File: src/rtl/rv32_writeback_arbiter_pkg.sv
// Shared RV32 writeback types: register id, data word and the FIFO entry.
package rv32_types;

    localparam int unsigned RV32_NUM_REGS = 32;

    typedef logic [4:0]  rv_reg_id_t;
    typedef logic [31:0] rv32_word;

    typedef struct packed {
        rv_reg_id_t rd;
        rv32_word   data;
    } wb_entry_t;

endpackage

File: src/rtl/rv32_writeback_arbiter_fifo.sv
// Small synchronous FIFO of writeback entries. Pointers carry one extra wrap
// bit so that full and empty can be told apart when the indices are equal.
module rv32_wb_fifo
    import rv32_types::*;
#(
    parameter int unsigned DEPTH = 2
) (
    input  logic      clk,
    input  logic      rst_n,
    input  logic      push,
    input  wb_entry_t push_data,
    input  logic      pop,
    output logic      full,
    output logic      empty,
    output wb_entry_t head
);

    localparam int unsigned AW = (DEPTH > 1) ? $clog2(DEPTH) : 1;

    wb_entry_t       mem_q [DEPTH];
    wb_entry_t       mem_d [DEPTH];
    logic [AW:0]     wr_ptr_q, wr_ptr_d;
    logic [AW:0]     rd_ptr_q, rd_ptr_d;
    logic            do_push;
    logic            do_pop;

    assign empty = (wr_ptr_q == rd_ptr_q);
    assign full  = (wr_ptr_q[AW] != rd_ptr_q[AW]) &&
                   (wr_ptr_q[AW-1:0] == rd_ptr_q[AW-1:0]);
    assign head  = mem_q[rd_ptr_q[AW-1:0]];

    assign do_push = push && !full;
    assign do_pop  = pop && !empty;

    // Next-state for storage and pointers.
    always_comb begin
        mem_d    = mem_q;
        wr_ptr_d = wr_ptr_q;
        rd_ptr_d = rd_ptr_q;
        if (do_push) begin
            mem_d[wr_ptr_q[AW-1:0]] = push_data;
            wr_ptr_d = wr_ptr_q + 1'b1;
        end
        if (do_pop) begin
            rd_ptr_d = rd_ptr_q + 1'b1;
        end
    end

    // Pointer and storage registers; reset discards all entries.
    always_ff @(posedge clk or negedge rst_n) begin
        if (!rst_n) begin
            wr_ptr_q <= '0;
            rd_ptr_q <= '0;
            for (int unsigned i = 0; i < DEPTH; i++) begin
                mem_q[i] <= '0;
            end
        end else begin
            wr_ptr_q <= wr_ptr_d;
            rd_ptr_q <= rd_ptr_d;
            mem_q    <= mem_d;
        end
    end

endmodule

File: src/rtl/rv32_writeback_arbiter.sv
// Writeback arbiter: merges ALU and load results onto the register file write
// port with mem priority bounded by an ALU starvation counter.
// Optional busy-register scoreboard enabled by RV32_WB_SCOREBOARD_EN.
module rv32_writeback_arbiter
    import rv32_types::*;
#(
    parameter int unsigned FIFO_DEPTH   = 2,
    parameter int unsigned STARVE_LIMIT = 4
) (
    input  logic                     clk,
    input  logic                     rst_n,
    input  logic                     alu_valid,
    output logic                     alu_ready,
    input  rv_reg_id_t               alu_rd,
    input  rv32_word                 alu_data,
    input  logic                     mem_valid,
    output logic                     mem_ready,
    input  rv_reg_id_t               mem_rd,
    input  rv32_word                 mem_data,
`ifdef RV32_WB_SCOREBOARD_EN
    input  logic                     issue_valid,
    input  rv_reg_id_t               issue_rd,
    output logic [RV32_NUM_REGS-1:0] busy,
`endif
    output logic                     rf_write,
    output rv_reg_id_t               rf_rw,
    output rv32_word                 rf_d,
    output logic                     wb_idle
);

    localparam int unsigned SW = $clog2(STARVE_LIMIT + 1);

    logic      alu_full, alu_empty, mem_full, mem_empty;
    logic      alu_pop, mem_pop, any_pop;
    wb_entry_t alu_head, mem_head, pop_entry;
    logic [SW-1:0] starve_q, starve_d;
    logic       rf_write_q, rf_write_d;
    rv_reg_id_t rf_rw_q, rf_rw_d;
    rv32_word   rf_d_q, rf_d_d;

    assign alu_ready = !alu_full;
    assign mem_ready = !mem_full;

    rv32_wb_fifo #(.DEPTH(FIFO_DEPTH)) u_alu_fifo (
        .clk       (clk),
        .rst_n     (rst_n),
        .push      (alu_valid && alu_ready),
        .push_data ('{rd: alu_rd, data: alu_data}),
        .pop       (alu_pop),
        .full      (alu_full),
        .empty     (alu_empty),
        .head      (alu_head)
    );

    rv32_wb_fifo #(.DEPTH(FIFO_DEPTH)) u_mem_fifo (
        .clk       (clk),
        .rst_n     (rst_n),
        .push      (mem_valid && mem_ready),
        .push_data ('{rd: mem_rd, data: mem_data}),
        .pop       (mem_pop),
        .full      (mem_full),
        .empty     (mem_empty),
        .head      (mem_head)
    );

    // Arbitration on FIFO heads, starvation tracking and output next-state.
    always_comb begin
        alu_pop    = !alu_empty && (mem_empty || (starve_q == SW'(STARVE_LIMIT)));
        mem_pop    = !mem_empty && !alu_pop;
        any_pop    = alu_pop || mem_pop;
        pop_entry  = alu_pop ? alu_head : mem_head;

        starve_d   = starve_q;
        if (alu_pop) begin
            starve_d = '0;
        end else if (!alu_empty && mem_pop && (starve_q != SW'(STARVE_LIMIT))) begin
            starve_d = starve_q + SW'(1);
        end

        rf_write_d = any_pop && (pop_entry.rd != '0);
        rf_rw_d    = rf_rw_q;
        rf_d_d     = rf_d_q;
        if (any_pop) begin
            rf_rw_d = pop_entry.rd;
            rf_d_d  = pop_entry.data;
        end
    end

    // Registered write port and starvation counter.
    always_ff @(posedge clk or negedge rst_n) begin
        if (!rst_n) begin
            starve_q   <= '0;
            rf_write_q <= 1'b0;
            rf_rw_q    <= '0;
            rf_d_q     <= '0;
        end else begin
            starve_q   <= starve_d;
            rf_write_q <= rf_write_d;
            rf_rw_q    <= rf_rw_d;
            rf_d_q     <= rf_d_d;
        end
    end

    assign rf_write = rf_write_q;
    assign rf_rw    = rf_rw_q;
    assign rf_d     = rf_d_q;
    assign wb_idle  = alu_empty && mem_empty && !rf_write_q;

`ifdef RV32_WB_SCOREBOARD_EN
    logic [RV32_NUM_REGS-1:0] busy_q, busy_d;

    // Busy bits: clear on a writing pop, set on issue; set applied last so it wins.
    always_comb begin
        busy_d = busy_q;
        if (rf_write_d) begin
            busy_d[pop_entry.rd] = 1'b0;
        end
        if (issue_valid) begin
            busy_d[issue_rd] = 1'b1;
        end
        busy_d[0] = 1'b0;
    end

    // Busy register.
    always_ff @(posedge clk or negedge rst_n) begin
        if (!rst_n) begin
            busy_q <= '0;
        end else begin
            busy_q <= busy_d;
        end
    end

    assign busy = busy_q;
`endif

endmodule

File: config.mk
export PLATFORM = sky130hd
export DESIGN_NAME = rv32_writeback_arbiter
export DESIGN_NICKNAME = d
export VERILOG_FILES = /design/src/rtl/rv32_writeback_arbiter_pkg.sv /design/src/rtl/rv32_writeback_arbiter_fifo.sv /design/src/rtl/rv32_writeback_arbiter.sv
export SDC_FILE = /design/constraint.sdc
export NUM_CORES = 1
export LEC_CHECK = 0
export ABC_AREA = 1
export CORE_MARGIN = 5
export CORE_UTILIZATION = 24
export CTS_CLUSTER_DIAMETER = 60
export CTS_CLUSTER_SIZE = 25
export DETAILED_ROUTE_END_ITERATION = 16
export MAX_ROUTING_LAYER = met4
export SYNTH_ARGS = -nofsm -noshare
export SYNTH_HDL_FRONTEND = slang
export SYNTH_HIERARCHICAL = 1
export SYNTH_SLANG_ARGS = --single-unit
File: constraint.sdc
create_clock -name clk -period 2.4 [get_ports clk]
set_input_delay 0.6 -clock clk [delete_from_list [all_inputs] [get_ports clk]]
set_output_delay 0.6 -clock clk [all_outputs]
set_load 0.03 [all_outputs]
# Word-level counts from Yosys, hierarchy flattened
# Index checks and enable logic that the tools add are counted.
# W data, S select, Z words.
# op_classes
n_reduce_logical	27
n_bitwise	4
addsub	5
n_lt_le_gt_ge	6
muxes	15
eq_ne	8
# op_table
op	count
$mux W37	9
$bwmux W74	2
$demux W37 S1	2
$logic_and A1 B1 Y1	17
$add A2 B1 Y2 const B	4
$ge A2 B2 Y1 const B	4
$not A1 Y2	4
$logic_not A1 Y1	6
$mux W3	2
$reduce_bool A5 Y1	1
$eq A2 B2 Y1	2
$lt A2 B1 Y1 const B	2
$add A3 B1 Y3 const B	1
$eq A3 B3 Y1 const B	1
$ne A3 B3 Y1 const B	1
$eq A1 B1 Y1	2
$logic_or A1 B1 Y1	2
$ne A1 B1 Y1	2
$reduce_bool A2 Y1	1
# word_totals
in_bits	78
elab_cells	81
output_inout_bits	41
reg_bits	197

# Longest topological paths before layout
# logic_depth
depth_word	9
mapped_depth	15
ltp_nobuf	13

# Hierarchy
# Netlist, hierarchy kept.
# modules_own_cells
mod	area_per_inst_um2	instances	cells_per_inst	seq_area_each_um2
rv32_wb_fifo	3743.6	2	483	1951.9
rv32_writeback_arbiter	1994.4	1	245	1026.0

# Worst setup path before layout
# Ideal clock, no wire load.
# synth_path
path_type	reg2out
startpoint	register u_mem_fifo.wr_ptr_q[0]
endpoint	output wb_idle
t_required_ps	1800
path_slack_ps	143
t_arrival_ps	1657
path_buffers	2
path_stages_with_launch	10
cell_sequence	dfrtp_1 buf_2 inv_2 nand2_1 nand2_1 nand3_1 inv_1 nand2_1 clkbuf_1 nor2_1
# synth_between
elab_chain_len	3
# synth_rtl
element	line_no	source
start, declared	rv32_writeback_arbiter_fifo.sv:22	logic [AW:0] wr_ptr_q, wr_ptr_d;
start signal, assigned	rv32_writeback_arbiter_fifo.sv:58	wr_ptr_q <= wr_ptr_d;
$eq A2 B2 Y1	rv32_writeback_arbiter_fifo.sv:27	assign empty = (wr_ptr_q == rd_ptr_q);
via mem_empty	rv32_writeback_arbiter.sv:33	logic alu_full, alu_empty, mem_full, mem_empty;
$logic_and A1 B1 Y1 (2 in series)	rv32_writeback_arbiter.sv:107	assign wb_idle = alu_empty && mem_empty && !rf_write_q;
end, declared	rv32_writeback_arbiter.sv:28	output logic wb_idle
# The timed path passes the listed nets, and every way through them passes these cells.

# Worst setup path in the final report
# layout_path
startpoint	register u_alu_fifo.rd_ptr_q[0]
endpoint	output wb_idle
# layout_between
elab_chain_len	3
# layout_rtl
element	line_no	source
start, declared	rv32_writeback_arbiter_fifo.sv:23	logic [AW:0] rd_ptr_q, rd_ptr_d;
start signal, assigned	rv32_writeback_arbiter_fifo.sv:59	rd_ptr_q <= rd_ptr_d;
$eq A2 B2 Y1	rv32_writeback_arbiter_fifo.sv:27	
via alu_empty	rv32_writeback_arbiter.sv:33	
$logic_and A1 B1 Y1 (2 in series)	rv32_writeback_arbiter.sv:107	
# The timed path passes the listed nets, and every way through them passes these cells.

==> impl_metrics.toml <==
[setup_path]
crit_start = "u_alu_fifo/rd_ptr_q[0]"
startpoint_type = "flip-flop"
crit_arrival_ns = 1.65
r2r-start = "u_alu_fifo/rd_ptr_q[0]"
worst-path-max-fanout = 4
worstSetupPathType = "flip-flop to primary output"
required_ns = 1.80
cp-end-kind = "primary output"

[drt]
drtIter0Drc = 655
viasPerCell = 4.50
post_drt_wl_per_cell_um = 15.7
drt-pass1-iter-count = 4
postRouteAntennaNets = 0
drc = 0
num_vias = 8240
drt_wl_total_um = 28700

[synthesis]
synth_area_um2 = 9480
synth_xor_xnor_area_share_pct = 0.277
synth_top_family_by_area = "simple AND/OR/NAND/NOR gates"
synth_top_area_share_pct = 52.0
syn_nets = 1291
synthCells = 1211
synthMuxAreaShare_pct = 0
synth-compound-area-share_pct = 0.475
synth_cell_types = 21
synth_seq_area_share_pct = 52.0
synth_top_cell_by_area = "dfrtp_1"
avgSynthCellArea_um2 = 7.83
synth-simple-area-share_pct = 40.0
synth_area_leaders = "dfrtp_1 (52%), nand2_1 (25%), nand4_1 (9.9%)"
ys_seq_elements = 197
yosys_warnings = 6
synth_fa_ha_area_share_pct = 0.264

[clock_network]
cts-buffers-inserted = 17
clkLatencyLatePin_ns = 0.44
clock_sinks = 197
clockBufferDepth = 2
cts-htree-levels = 4
path_clk_slew_ns = 0.07
cts-root-buf = "clkbuf_16"
cts_tree = "done"

[floorplan]
die_y_um = 209
ios = 119
dieArea_um2 = 43600
core_area_um2 = 38800
initial_core_util_pct = 24.4
dieWidth_um = 209
num_rows = 72

[finish]
nets = 1371
nFillCells = 4077
final_common_cell = "nand2_1"
post_layout_nonfiller_instances = 1830
layout-drive-gt1-share_pct = 7.67
fin_area_um2 = 11800
syn_to_final_growth_pct = 24.6
final_cell_mix = "nand2_1 (627), dfrtp_1 (197), nand4_1 (150)"

[power_and_ir_drop]
p_leak_nw = 5.95
switchingPower_w = 0.00821
switching_share_pct = 46.1
p_comb_share_pct = 50.5
p_total_w = 0.0178
p_clk_share_pct = 16.8
power_density_nw_per_um2 = 1500
peakVddDrop_uv = 655
p_int_w = 0.00958
pwr-share-seq_pct = 32.7

[global_route]
grt_max_degree = 79
grt_first_pass_wirelength_um = 46300
grt_pass1_vias = 8008
grt_usage_pct = 13.5
antenna_found_initial = 7
overflow = 0

[flow_run]
maxCapViolCount = 0

[timing]
fin_crit_ns = 2.25
drv_slew = 0
hold_viol = 0
setup_viol = 0
skew_ns = 0.00781
slew_headroom_pct = 60.2
tightest_slew_ns = 0.597
rsz0062_at_grt = "false"
clock.fmax_mhz = 445
tns_ns = 0
post-route-period-util_pct = 93.6

[place]
dpl_cell_area_um2 = 11200
port_buffers = 118
place_inst = 1787
dp_hpwl_um = 19600
gp_congestion = 0.822

[worst_hold_path]
min-delay-path-class = "primary input to asynchronous set/reset pin"

[outcome]
status = "completed"
power groups by stage:
stage          Clock, W  Combinational [W]  Sequential (W)
2_1_floorplan         0            0.00587         0.00618
3_3_place_gp          0            0.00889         0.00582
3_5_place_dp          0            0.00904         0.00588
4_1_cts         0.00306            0.00904         0.00583
5_1_grt         0.00321             0.0101         0.00600
6_report        0.00298            0.00898         0.00582
layer usage:
| metal | up-vias | GRT usage (%) | share of wire, % |
|---|---|---|---|
| met1 | 3912 | 18.3 | 47 |
| li1 | 4116 | - | - |
| met2 | 194 | 19.9 | 45 |
| met5 | - | - | 0 |
| met4 | 0 | 3.08 | 1.2 |
| met3 | 18 | 4.06 | 6.5 |
worst paths after layout:
path | endpoint | slack [ns] | depth (start not counted)
max in group asynchronous | u_alu_fifo/mem_q[2] | 1.53 | 2
worst max register to register | u_mem_fifo/rd_ptr_q[0] | 0.51 | 12
worst min-delay path | u_mem_fifo/mem_q[54] | 0.15 | 1
min in group clk | u_alu_fifo/mem_q[41] | 0.47 | 2
worst min register to register | u_alu_fifo/mem_q[41] | 0.47 | 2
worst max-delay path | wb_idle | 0.15 | 8
worst max-delay path, cell delays in order, from the launching register on:
cell,delay [ns]
dfrtp_1,0.42
inv_2,0.07
nand2_1,0.04
nand2_1,0.09
nand3_1,0.10
inv_1,0.10
nand2_1,0.12
nor2_1,0.11
buf_4,0.17
cell type report:
| cell class | instances | area (µm²) | area share, % |
|---|---|---|---|
| Clock buffer | 18 | 429 | 3.63 |
| Multi-Input combinational cell | 886 | 3910 | 33.0 |
| Clock inverter | 14 | 176 | 1.49 |
| Tap cell | 518 | 648 | 5.48 |
| Sequential cell | 197 | 4930 | 41.7 |
| Inverter | 30 | 113 | 0.953 |
| Timing Repair Buffer | 159 | 1600 | 13.5 |
| Antenna cell | 8 | 20.0 | 0.169 |
cells by family after synthesis:
kind of cell	count (synthesis)
XOR/XNOR	3
adder cells (fa/ha/maj)	2
AND/OR/NAND/NOR	872
buffers and inverters	128
AO/OA/AOI/OAI	9
flip-flops	197
registers in the layout, indices dropped and copies added, names as in the netlist:
signal,cells
rf_rw,5
u_mem_fifo/wr_ptr_q,2
rf_write,1
u_alu_fifo/wr_ptr_q,2
rf_d,32
starve_q,3
u_mem_fifo/mem_q,74
u_alu_fifo/rd_ptr_q,2
u_mem_fifo/rd_ptr_q,2
u_alu_fifo/mem_q,74
what timing repair did:
action / 4_1_cts / 5_1_grt
buffers inserted: 0 / 3
hold buffers: 0 / 0
resized for setup: 5 / 4
endpoints found under the setup margin: 1 / 1
gates cloned: 0 / 0
metrics by stage:
stage,utilization [%],hold WS [ns],worst slack (ns)
after detailed placement,28.8,0.458,0.0375
final,30.4,0.147,0.153
after floorplan,-,0.304,0.143
after global placement,28.8,0.453,0.0360
after CTS,30.3,0.169,0.0371
after global routing,30.4,0.157,0.0126
synth_stat cells (all sizes together):
master	instances
inv	30
nand3b	1
ha	2
xor2	2
clkbuf	27
o21ai	9
nand2	636
nand4	150
nor2	6
xnor2	1
nand3	79
buf	71
dfrtp	197
No activity file was read; power rests on OpenSTA's default activity.
